$ cat config.mk
export PLATFORM = sky130hd
export DESIGN_NAME = nbit_mux_stage
export DESIGN_NICKNAME = d
export VERILOG_FILES = /design/src/rtl/nbit_mux_stage.sv
export SDC_FILE = /design/constraint.sdc
export NUM_CORES = 1
export LEC_CHECK = 0
export BUFFER_PORTS_ARGS = -buffer_cell sky130_fd_sc_hd__buf_2
export CAP_MARGIN = 20
export CORE_ASPECT_RATIO = 1.1
export CORE_MARGIN = 2
export CORE_UTILIZATION = 43
export CTS_BUF_LIST = sky130_fd_sc_hd__clkbuf_16
export DETAILED_ROUTE_END_ITERATION = 8
export PLACE_DENSITY = 0.75
export SYNTH_ARGS = -nofsm -noshare
export SYNTH_HDL_FRONTEND = slang
export SYNTH_SLANG_ARGS = --single-unit
$ cat constraint.sdc
create_clock -name clk -period 4.3 [get_ports clk]
set_clock_uncertainty 0.05 [all_clocks]
set_input_delay 0.43 -clock clk [delete_from_list [all_inputs] [get_ports clk]]
set_output_delay 0.43 -clock clk [all_outputs]
set_load 0.1 [all_outputs]
$ cat src/rtl/nbit_mux_stage.sv
// M-way, N-bit operand select registered into a pipeline stage with valid/ready and a 2-entry skid buffer.
// Optional per-entry parity output is built when NBIT_MUX_STAGE_PARITY_EN is defined.
module nbit_mux_stage #(
    parameter int N    = 32,
    parameter int M    = 4,
    parameter int SELW = (M > 1) ? $clog2(M) : 1
) (
    input  logic              clk,
    input  logic              rst,
    input  logic [M*N-1:0]    in_data,
    input  logic [SELW-1:0]   sel,
    input  logic              in_valid,
    output logic              in_ready,
    input  logic              flush,
    output logic [N-1:0]      out_data,
    output logic              out_valid,
    input  logic              out_ready
`ifdef NBIT_MUX_STAGE_PARITY_EN
    ,
    output logic              out_parity
`endif
);

    // state | meaning
    // EMPTY | head and skid both invalid
    // ONE   | head valid, skid invalid
    // FULL  | head and skid valid, upstream stalled
    localparam logic [1:0] EMPTY = 2'd0;
    localparam logic [1:0] ONE   = 2'd1;
    localparam logic [1:0] FULL  = 2'd2;

    logic [1:0]   state_q;
    logic [1:0]   state_d;
    logic [N-1:0] head_q;
    logic [N-1:0] skid_q;
    logic         in_ready_q;
    logic [N-1:0] sel_word;
    logic         accept;
    logic         deliver;
    logic         load_head_sel;
    logic         load_head_skid;
    logic         load_skid;

    // Out-of-range select values yield zero rather than aliasing a channel.
    always_comb begin
        sel_word = '0;
        for (int k = 0; k < M; k++) begin
            if (sel == SELW'(k)) begin
                sel_word = in_data[k*N +: N];
            end
        end
    end

    assign out_valid = (state_q != EMPTY);
    assign in_ready  = in_ready_q;
    assign out_data  = head_q;
    assign accept    = in_valid && in_ready_q;
    assign deliver   = out_valid && out_ready;

    always_comb begin
        state_d        = state_q;
        load_head_sel  = 1'b0;
        load_head_skid = 1'b0;
        load_skid      = 1'b0;
        if (flush) begin
            state_d = EMPTY;
        end else begin
            case (state_q)
                EMPTY: begin
                    if (accept) begin
                        state_d       = ONE;
                        load_head_sel = 1'b1;
                    end
                end
                ONE: begin
                    if (accept && deliver) begin
                        load_head_sel = 1'b1;
                    end else if (accept) begin
                        state_d   = FULL;
                        load_skid = 1'b1;
                    end else if (deliver) begin
                        state_d = EMPTY;
                    end
                end
                FULL: begin
                    if (deliver) begin
                        state_d        = ONE;
                        load_head_skid = 1'b1;
                    end
                end
                default: state_d = EMPTY;
            endcase
        end
    end

    // in_ready is a flop of the next state so no input reaches it combinationally.
    always_ff @(posedge clk or posedge rst) begin
        if (rst) begin
            state_q    <= EMPTY;
            in_ready_q <= 1'b1;
            head_q     <= '0;
            skid_q     <= '0;
        end else begin
            state_q    <= state_d;
            in_ready_q <= (state_d != FULL);
            if (load_head_sel) begin
                head_q <= sel_word;
            end else if (load_head_skid) begin
                head_q <= skid_q;
            end
            if (load_skid) begin
                skid_q <= sel_word;
            end
        end
    end

`ifdef NBIT_MUX_STAGE_PARITY_EN
    logic head_par_q;
    logic skid_par_q;

    // Parity travels with its entry so a skid-to-head move keeps it aligned.
    always_ff @(posedge clk or posedge rst) begin
        if (rst) begin
            head_par_q <= 1'b0;
            skid_par_q <= 1'b0;
        end else begin
            if (load_head_sel) begin
                head_par_q <= ^sel_word;
            end else if (load_head_skid) begin
                head_par_q <= skid_par_q;
            end
            if (load_skid) begin
                skid_par_q <= ^sel_word;
            end
        end
    end

    assign out_parity = head_par_q;
`endif

endmodule
* Yosys cells after proc, flatten, opt, wreduce, memory -nomap -nowiden
Cells that the tools add are included.
** Operators by class
- Mux-type cells :: 23
- Equality and inequality tests :: 6
- Reduce and logical (&&, ||, !) cells :: 7
** Operator list (count)
- $mux 32 :: 6
- $mux 2 :: 6
- $mux 1 :: 9
- $eq 2x2->1 const B :: 3
- $pmux 2 s3 :: 1
- $eq 2x1->1 const B :: 2
- $logic_not 2->1 :: 2
- $reduce_bool 2->1 :: 2
- $logic_and 1x1->1 :: 3
- $ne 2x2->1 const B :: 1
- $pmux 1 s2 :: 1
** Storage, ports and cells
- Input bits :: 135
- Flip-flop bits (word level) :: 67
- Logic and storage cells :: 40

* Logic depth before layout (Yosys ltp)
Gate-level depths: netlist (run 1).
- Word-level depth :: 8
- Gate-level depth with buffers :: 6
- Mapped depth without buffers :: 4

* Worst setup path before layout (run 1)
Ideal clock, no wire load.
- Path type :: flip-flop to flip-flop
- Start :: reg in_ready_q (netlist: in_ready)
- End :: reg head_q[10] (netlist: out_data[10])
- Stages on the path, launching flop included :: 5
- Required time :: 4.116 ns
- Clock period less this slack :: 2.081 ns
- Setup time :: 0.134 ns
- Arrival :: 1.897 ns
- Buffers on the path :: 1
- Setup slack :: 2.219 ns
- Cells stage by stage :: dfstp_2 -> nand2_1 -> nor4_4 -> clkbuf_1 -> o21ai_1
** On the way
- Cells in the longest elaborated chain, start to end :: 6
- Elaborated cells between the ends (all ways) :: 8
- Those cells by class :: 5 x mux; 3 x reduce/logical
** Ends and longest elaborated chain
- from (decl) :: line 36 : logic in_ready_q;
- from (signal assigned) :: line 105 : in_ready_q <= (state_d != FULL);
- $logic_and 1x1->1 (*) :: line 57 : assign accept = in_valid && in_ready_q;
- $logic_and 1x1->1 :: line 76 : if (accept && deliver) begin
- $mux 1 :: line 76
- $pmux 1 s2 (*) :: line 68 : case (state_q)
- $mux 1 (*) :: line 65 : if (flush) begin
- $mux 32 or $reduce_bool 2->1 (tied branches)
- to (signal assigned) :: line 107 : head_q <= sel_word;
- to (signal assigned) :: line 109 : head_q <= skid_q;
- to (decl) :: line 34 : logic [N-1:0] head_q;
Every way passes the cells marked *; elsewhere a longest branch is shown, timed or not.
A chain may end at the register's enable or synchronous reset.

* Worst setup path in the final report (run 1)
- Start :: reg state_q[1]
- End :: reg head_q[23] (netlist: out_data[23])
** On the way
- Cells in the longest elaborated chain, start to end :: 7
- Elaborated cells between the ends (all ways) :: 14
- Those cells by class :: 2 x eq/ne; 7 x mux; 5 x reduce/logical
** Ends and longest elaborated chain
- from (decl) :: line 32 : logic [1:0] state_q;
- from (signal assigned) :: line 104 : state_q <= state_d;
- $reduce_bool 2->1 :: line 54 : assign out_valid = (state_q != EMPTY);
- $logic_and 1x1->1 :: line 58 : assign deliver = out_valid && out_ready;
- $logic_and 1x1->1 :: line 76
- $mux 1 :: line 76
- $pmux 1 s2 :: line 68
- $mux 1 :: line 65
- $mux 32 or $reduce_bool 2->1 (tied branches)
Parallel ways exist; a longest one is shown, timed or not.

==> results of run 1 <==
[worst max-delay path: cells and delay by family (launching register included)]
kind            cells  cell delay, ns
mux                 1            0.29
flops               1            0.45
simple gates        2            1.12
compound gates      1            0.09
[layout make-up]
cell class / instances / area (um2) / share of cell area, %
multi-input cells: 173 / 1790 / 37.6
inverters: 2 / 7.51 / 0.158
repair buffers: 172 / 883 / 18.6
well taps: 111 / 139 / 2.93
flip-flops and latches: 67 / 1680 / 35.4
clock buffers: 9 / 225 / 4.75
clock inverters: 6 / 26.3 / 0.554
[kinds of logic (layout without fill, tap and decap cells)]
kind of cell | after synthesis | count (layout)
xor+xnor | 1 | 1
flops | 67 | 67
mux | 96 | 96
compound gates | 34 | 34
buf+inv | 22 | 189
simple gates | 42 | 42
[Yosys cell counts]
master	number
dfrtp_1	66
nand2_1	34
mux2_2	32
mux2i_1	32
mux4_2	32
o21ai_1	29
buf_2	6
buf_6	5
clkbuf_1	4
buf_8	3
o21ai_0	3
buf_1	2
inv_1	2
nor2_1	2
a2bb2oi_1	1
and2b_1	1
and3b_1	1
dfstp_2	1
nor2b_1	1
nor3b_2	1
nor4_4	1
o21ai_2	1
or2_2	1
xor2_1	1
[sequential cells by signal (all words and copies together), names as in the netlist]
register,count
state_q,2
out_data,32
in_ready,1
skid_q,32
[worst paths after layout]
check / end / cells past startpoint
max: out_data[23] / 4
min: skid_q[3] / 2
max reg2reg: out_data[23] / 4
min reg2reg: skid_q[24] / 1
max in group asynchronous: in_ready / 3
min in group clk: state_q[0] / 2
[power groups by stage]
| stage | sequential [mW] | combinational (mW) | clock, mW |
|---|---|---|---|
| 3_3_place_gp | 0.884 | 0.885 | 0 |
| 6_report | 0.889 | 0.902 | 0.623 |
| 4_1_cts | 0.887 | 0.908 | 0.643 |
| 2_1_floorplan | 1.33 | 0.272 | 0 |
| 5_1_grt | 0.907 | 0.948 | 0.671 |
| 3_5_place_dp | 0.895 | 0.907 | 0 |
[layout by cell type, fill, tap and decap left out]
master     count
clkinv_1       1
inv_2          1
buf_2        168
a2bb2oi_1      1
buf_4          3
clkinv_2       3
mux2i_1       32
nor3b_2        1
nand2_1       34
o21ai_1       29
nor4_4         1
dfstp_2        1
nor2b_1        1
and2b_1        1
clkbuf_16      9
inv_1          3
buf_12         1
and3b_2        1
or2_2          1
dfrtp_1       66
mux2_2        32
xor2_1         1
mux4_2        32
o21ai_0        3
o21ai_2        1
nor2_1         2
[per-stage QoR]
step / power, mW / worst slack (ns) / cell area (um2)
3_3_place_gp: 1.77 / 1.92 / 4470
5_1_grt: 2.53 / 1.98 / 4750
6_report: 2.41 / 2.14 / 4750
4_1_cts: 2.44 / 2.13 / 4730
3_5_place_dp: 1.80 / 1.86 / 4470
2_1_floorplan: 1.61 / 2.14 / 3620
[metal layers]
| layer | share of wire, % | GRT usage, % |
|---|---|---|
| met1 | 38 | 22.6 |
| met2 | 53 | 33.9 |
| met3 | 7.2 | 4.20 |
| met4 | 2.2 | 9.21 |
| met5 | 0 | 0 |
==> run_results.csv, run 1 <==
group,metric,value,unit
outcome,status,"completed",
routing,vias,2797,
synth,synthAdderAreaFrac,0,%
power_and_ir_drop,swShare,40.6,%
sta,rsz0062_at_grt,"false",
routing,wl,8.74,mm
critical_path,reg2reg_from,"state_q[1]",
synth,ys_top_cells_by_area,"dfrtp_1 (46%), mux4_2 (20%), mux2_2 (9.9%)",
place,hpwl,6.16,mm
sta,tightest_slew,1.06,ns
synth,synth_top_area_share,45.6,%
sta,fmax,462,MHz
floorplanning,ios,169,
routing,wl_per_cell,16.2,um
synth,synthCells,262,
floorplanning,row_count,35,
critical_path,worstSetupStartpoint,"state_q[1]",
synth,synth_compound_area_share,4.90,%
cells_and_area,drive_gt1_share,59.4,%
routing,via_per_inst,5.18,
floorplanning,die_area,9180,um2
synth,yosysSeqAreaShare,46.3,%
sta,timing.setup.tns,0,ns
power_and_ir_drop,comb_power_share,37.4,%
cells_and_area,synthToLayoutAreaGrowth,30.9,%
power_and_ir_drop,peakVddDrop,238,uV
routing,first_pass_iters,4,
cells_and_area,n_antenna_cell,0,
cts,cts_resized,0,
cts,cts_buffers,9,
place,dp.cells,524,
min_path,hold_path.class,"input pin to async pin",
place,port_buffers,168,
power_and_ir_drop,switching_power,980,uW
synth,synth_nets,397,
synth,syn-cell-area,3620,um2
synth,ys_ff_latch,67,
cells_and_area,nFillCells,736,
synth,ys_warn_count,0,
cells_and_area,instances_no_fill,540,
sta,fin_crit_sh,50.3,%
cells_and_area,nets,560,
power_and_ir_drop,p_seq_share,36.8,%
cts,worstSkewPairLatency,0.32,ns
synth,synth.area.mux_share,38.7,%
critical_path,critical_path.cell_chain,"and2b_1 -> and3b_2 -> mux2i_1 -> o21ai_1",
critical_path,max_stage_delay,0.91,ns
critical_path,critPathRequiredTime,4.43,ns
floorplanning,initial_core_util,43.8,%
floorplanning,core,8280,um2
floorplanning,die-height,100,um
synth,synth_simple_gate_area_share,5.45,%
cts,path_clk_slew,0.06,ns
sta,final.min_clock_period,2.16,ns
grt,grt_pass1_wl,13.8,mm
sta,finalHoldViolCount,0,
cells_and_area,final_util,57.3,%
critical_path,cp_slowest_cell,"and3b_2",
cts,cts.sink_count,67,
routing,drt_first_iter_violations,84,
flow_run,drv_cap,0,
critical_path,start_kind,"register",
power_and_ir_drop,power.internal,1.43,mW
cts,post_cts_buffers,0,
sta,slew_viol_final,0,
grt,overflow,0,
cts,cts-hold-fix-buffers,0,
cts,cts_tree,"yes",
synth,synth_top_family_by_area,"multiplexers",
synth,synth_area_leader_cell,"dfrtp_1",
sta,hold_slack,0.145,ns
sta,setup_viol_count_final,0,
grt,antenna_found_initial,0,
grt,track_usage,19.3,%
grt,grt_start_max_net_pins,65,
power_and_ir_drop,clock_power_share,25.8,%
critical_path,end_kind,"register",
routing,drcViolationCount,0,
critical_path,path_class,"register to register",
power_and_ir_drop,power_density,509,nW/um2
cts,cts-root-buf,"clkbuf_16",
sta,slew_headroom,29.4,%
synth,synth_xor_area_share,0.242,%
grt,grt_pass1_vias,2941,
routing,ant_nets,0,
cts,htreeDepth,3,
power_and_ir_drop,power_leakage,2.21,nW
cts,clk_path_buf_depth,2,
floorplanning,die_w,91.5,um
critical_path,cp.arrival,2.29,ns
synth,syn_area_per_cell,13.8,um2
critical_path,rrSetupSlack,2.14,ns
critical_path,crit_fanout,32,
place,routabilityCongestion,0.774,
synth,yosysUniqueCellTypes,24,
Power figures use the tool's default switching activity.
==> run 2, diff against run 1 <==
--- a/config.mk
+++ b/config.mk
@@ -9,10 +9,10 @@
 export CAP_MARGIN = 20
 export CORE_ASPECT_RATIO = 1.1
 export CORE_MARGIN = 2
-export CORE_UTILIZATION = 43
+export CORE_UTILIZATION = 42
 export CTS_BUF_LIST = sky130_fd_sc_hd__clkbuf_16
 export DETAILED_ROUTE_END_ITERATION = 8
-export PLACE_DENSITY = 0.75
+export PLACE_DENSITY = 0.76
 export SYNTH_ARGS = -nofsm -noshare
 export SYNTH_HDL_FRONTEND = slang
 export SYNTH_SLANG_ARGS = --single-unit
==> constraint.sdc (replaced) <==
create_clock -name clk -period 1.9 [get_ports clk]
set_clock_uncertainty 0.05 [all_clocks]
set_input_delay 0.19 -clock clk [delete_from_list [all_inputs] [get_ports clk]]
set_output_delay 0.19 -clock clk [all_outputs]
set_load 0.1 [all_outputs]
==> run 2 against run 1 <==
Highest routed layer unchanged. Final cell count increased by 0.93%. First-iteration DRC count fell by 4.8%. Sequential share of layout area decreased by 0.73 points. Sequential power is 130% higher. Register-to-register slack got worse by 1.9 ns. Non-clock buffer count up 4. Critical path depth is 1 higher. Clock-buffer cell count stayed put.
==> run_results.csv, run 2 (synthesized netlist as in run 1, its figures left out) <==
group,metric,value,unit
critical_path,cp.arrival,1.83,ns
cells_and_area,final_area,4860,um2
sta,setup_viol_count_final,0,
critical_path,critPathRequiredTime,2.05,ns
routing,vias,2842,
place,routabilityCongestion,0.772,
cells_and_area,final_util,58.1,%
critical_path,cp_slowest_cell,"dfstp_4",
place,hpwl,6.36,mm
power_and_ir_drop,power_leakage,2.25,nW
critical_path,critical_path.cell_chain,"nand2_2 -> nor3b_2 -> nand2_2 -> buf_12 -> mux2_2",
routing,drcViolationCount,0,
grt,grt_pass1_wl,14.3,mm
floorplanning,ios,169,
cts,clk_path_buf_depth,2,
cts,cts_tree,"yes",
critical_path,start_kind,"register",
outcome,status,"completed",
power_and_ir_drop,power,5.48,mW
sta,rsz0062_at_grt,"false",
grt,grt_pass1_vias,2975,
cts,worstSkewPairLatency,0.33,ns
power_and_ir_drop,power_density,1130,nW/um2
floorplanning,die_w,92.6,um
sta,tightest_slew,0.512,ns
sta,fin_crit_sh,88.6,%
routing,wl_per_cell,16.1,um
cts,htreeDepth,3,
cells_and_area,instances_no_fill,545,
sta,final.min_clock_period,1.68,ns
floorplanning,core,8360,um2
sta,slew_viol_final,0,
sta,timing.setup.tns,0,ns
sta,fmax,594,MHz
critical_path,crit_top_cell,"nand2_2",
min_path,hold_path.class,"input pin to register",
cts,post_cts_buffers,0,
cells_and_area,n_antenna_cell,0,
critical_path,end_kind,"register",
floorplanning,row_count,35,
cts,cts-root-buf,"clkbuf_16",
place,dpl_cell_area,4590,um2
flow_run,drv_cap,0,
sta,finalHoldViolCount,0,
critical_path,path_class,"register to register",
cells_and_area,synthToLayoutAreaGrowth,34.0,%
routing,via_per_inst,5.21,
power_and_ir_drop,peakVddDrop,595,uV
floorplanning,die-height,101,um
place,port_buffers,168,
cts,cts.sink_count,67,
cells_and_area,nets,564,
cells_and_area,layout_common_cells,"buf_2 (168), dfrtp_1 (66)",
floorplanning,initial_core_util,43.3,%
cells_and_area,drive_gt1_share,59.9,%
grt,grt_start_max_net_pins,65,
critical_path,crit_fanout,32,
critical_path,max_stage_delay,0.61,ns
routing,drt_first_iter_violations,80,
grt,track_usage,19.5,%
grt,antenna_found_initial,0,
routing,wl,8.78,mm
cts,path_clk_slew,0.06,ns
routing,ant_nets,0,
routing,first_pass_iters,5,
grt,overflow,0,
place,dp.cells,528,
sta,slew_headroom,66.1,%
cells_and_area,layout_commonest_cell,"buf_2",
cts,cts_buffers,9,
floorplanning,die_area,9390,um2
-- run 2: cell types whose count changed in the layout (fill, tap and decap cells not counted), sizes merged --
| cell | delta |
|---|---|
| buf | +3 |
| clkinvlp | +1 |
| dlygate4sd3 | +1 |
-- run 2: stage by stage --
stage          hold slack, ns  setup WS (ns)
6_report               0.0480          0.217
3_5_place_dp            0.183          0.258
3_3_place_gp            0.174          0.291
5_1_grt                0.0498          0.134
4_1_cts                0.0408          0.227
2_1_floorplan           0.206         0.0560
-- run 2: worst paths after layout --
path | from | to | slack [ns] | depth (start not counted)
min in group asynchronous | rst | state_q[1] | 0.39 | 3
worst min register to register | skid_q[3] | skid_q[3] | 0.46 | 1
worst min-delay path | flush | state_q[0] | 0.05 | 2
worst max-delay path | in_ready | skid_q[16] | 0.22 | 5
max in group asynchronous | rst | out_data[12] | 0.81 | 4
worst max register to register | in_ready | skid_q[16] | 0.22 | 5
-- run 2: worst max-delay path: cells and delay by family, from the launching register on --
kind | cells | cell delay, ns
flip-flops | 1 | 0.61
AND/OR/NAND/NOR | 3 | 0.38
multiplexers | 1 | 0.30
buffers and inverters | 1 | 0.18
-- run 2: final cells by class --
cell class	instances	area [um2]
Clock inverter	7	30.0
Fill cell	704	3510
Tap cell	111	139
Sequential cell	67	1680
Multi-Input combinational cell	173	1790
Clock buffer	9	225
Timing Repair Buffer	176	978
Inverter	2	11.3
-- run 2: what timing repair did --
item                      4_1_cts  5_1_grt
hold buffers                    1        0
resized for setup               0        0
hold endpoints to repair       18        0
-- run 2: metal layers --
layer | vias to the layer above | track usage, % | share of wire [%]
li1 | 1309 | - | -
met1 | 1399 | 23.5 | 40
met2 | 122 | 34.4 | 51
met3 | 12 | 4.24 | 6.7
met4 | 0 | 7.69 | 1.6
met5 | - | 0 | 0
-- run 2: power breakdown --
group	leakage, nW	switching (mW)	internal (mW)	total (mW)
clock	0.140	0.558	0.855	1.41
sequential	0.828	0.197	1.81	2.01
combinational	1.29	1.46	0.600	2.06
total	2.25	2.22	3.26	5.48
==> run 3, diff against run 2 <==
--- a/config.mk
+++ b/config.mk
@@ -8,11 +8,10 @@
 export BUFFER_PORTS_ARGS = -buffer_cell sky130_fd_sc_hd__buf_2
 export CAP_MARGIN = 20
 export CORE_ASPECT_RATIO = 1.1
-export CORE_MARGIN = 2
 export CORE_UTILIZATION = 42
 export CTS_BUF_LIST = sky130_fd_sc_hd__clkbuf_16
 export DETAILED_ROUTE_END_ITERATION = 8
-export PLACE_DENSITY = 0.76
+export PLACE_DENSITY = 0.78
 export SYNTH_ARGS = -nofsm -noshare
 export SYNTH_HDL_FRONTEND = slang
 export SYNTH_SLANG_ARGS = --single-unit
==> run 3 against run 2 <==
Global-route usage up 0.064 points. Worst setup slack better by 0.013 ns. Utilization about the same. Maximum frequency is 0.75% higher. Non-clock buffer count unchanged. Wire length fell by 4.7%. Combinational power about the same. Largest cell class unchanged.
==> run_results.csv, run 3 (synthesized netlist as in run 1, its figures left out) <==
group,metric,value,unit
floorplanning,ios,169,
cells_and_area,layout_commonest_cell,"buf_2",
cells_and_area,final_util,58.0,%
floorplanning,die-height,99.4,um
cts,cts-root-buf,"clkbuf_16",
sta,slew_headroom,57.7,%
routing,wl_met3,606,um
sta,timing.setup.tns,0,ns
power_and_ir_drop,switching_power,2.21,mW
floorplanning,die_w,90.6,um
sta,fmax,599,MHz
grt,grt_pass1_vias,2962,
place,hpwl,6.04,mm
place,dp.cells,528,
critical_path,cp.arrival,1.82,ns
flow_run,drv_cap,0,
critical_path,end_kind,"register",
grt,grt_pass1_wl,13.8,mm
cells_and_area,drive_gt1_share,59.2,%
sta,rsz0062_at_grt,"false",
critical_path,critical_path.cell_chain,"nand2_2 -> nor3b_2 -> nand2_1 -> buf_12 -> mux2_2",
min_path,hold_path.class,"input pin to register",
sta,fin_crit_sh,87.9,%
routing,m1WireLength,3.24,mm
floorplanning,die_area,9010,um2
routing,vias,2835,
power_and_ir_drop,comb_power_share,37.6,%
place,dp_slack,0.244,ns
cells_and_area,nets,564,
cts,path_clk_slew,0.05,ns
power_and_ir_drop,power_density,1130,nW/um2
critical_path,max_stage_delay,0.61,ns
routing,wl_per_cell,15.3,um
cts,worstSkewPairLatency,0.32,ns
routing,highest_layer,"met5",
routing,via_per_inst,5.19,
cts,cts.sink_count,67,
cts,cts_resized,0,
cts,clk_path_buf_depth,2,
sta,fin_ws,0.230,ns
place,dpl_cell_area,4590,um2
power_and_ir_drop,peakVddDrop,550,uV
power_and_ir_drop,swShare,40.4,%
sta,slew_viol_final,0,
power_and_ir_drop,clock_power_share,25.7,%
power_and_ir_drop,power.internal,3.26,mW
cts,cts_buffers,9,
critical_path,crit_fanout,32,
grt,track_usage,19.6,%
routing,drcViolationCount,0,
grt,antenna_found_initial,2,
cells_and_area,final_area,4850,um2
grt,grt_start_max_net_pins,65,
sta,setup_viol_count_final,0,
sta,finalHoldViolCount,0,
cts,htreeDepth,3,
critical_path,cp_slowest_cell,"dfstp_4",
cells_and_area,instances_no_fill,546,
floorplanning,initial_core_util,43.3,%
place,routabilityCongestion,0.735,
critical_path,rrSetupSlack,0.23,ns
sta,final.min_clock_period,1.67,ns
outcome,status,"completed",
critical_path,worst-path-buf-inv,1,
cells_and_area,synthToLayoutAreaGrowth,33.9,%
floorplanning,core,8360,um2
critical_path,start_kind,"register",
floorplanning,row_count,35,
critical_path,crit_family,"flip-flops",
routing,ant_nets,0,
sta,tightest_slew,0.634,ns
routing,first_pass_iters,4,
power_and_ir_drop,power_leakage,2.24,nW
routing,wl_met2,4.39,mm
routing,wl,8.36,mm
cells_and_area,layout_common_cells,"buf_2 (168), dfrtp_1 (66), nand2_1 (33)",
grt,overflow,0,
place,port_buffers,168,
power_and_ir_drop,p_seq_share,36.7,%
cts,cts_tree,"yes",
critical_path,critPathRequiredTime,2.05,ns
critical_path,path_class,"register to register",
routing,drt_first_iter_violations,83,
run 3: stage by stage:
step	power, mW	hold slack (ns)
floorplan	3.64	0.206
global placement	4.02	0.239
detailed placement	4.10	0.258
CTS	5.52	0.0497
global route	5.72	0.0754
finish	5.47	0.0596
run 3: cell type report:
cell class / instances / area, um2
clock buffer: 9 / 225
fill: 690 / 3510
sequential: 67 / 1680
inverter: 2 / 11.3
multi-input combinational: 173 / 1790
antenna: 1 / 2.50
tap: 111 / 139
timing repair buffer: 176 / 978
clock inverter: 7 / 27.5
run 3: final timing paths:
check,from,endpoint,cells after the start
min in group asynchronous,rst,state_q[0],3
worst min-delay path,flush,state_q[0],2
max in group asynchronous,rst,skid_q[14],4
worst max register to register,in_ready,skid_q[19],5
worst min register to register,skid_q[21],skid_q[21],1
worst max-delay path,in_ready,skid_q[19],5
run 3: metal layers:
metal	GRT usage (%)	vias up
met5	0	-
met4	7.82	2
met3	5.12	12
met2	34.1	123
met1	23.1	1385
li1	-	1313
run 3: repair_timing:
action                                 in CTS  in global routing
hold buffers                                1                  0
endpoints found under the hold margin      25                  0
setup buffers                               0                  0
run 3: power groups by stage:
stage	Clock [mW]	Sequential, mW	Combinational, mW
floorplan	0	3.02	0.619
global placement	0	2.00	2.02
detailed placement	0	2.03	2.07
CTS	1.44	2.01	2.08
global route	1.50	2.05	2.17
finish	1.41	2.01	2.06
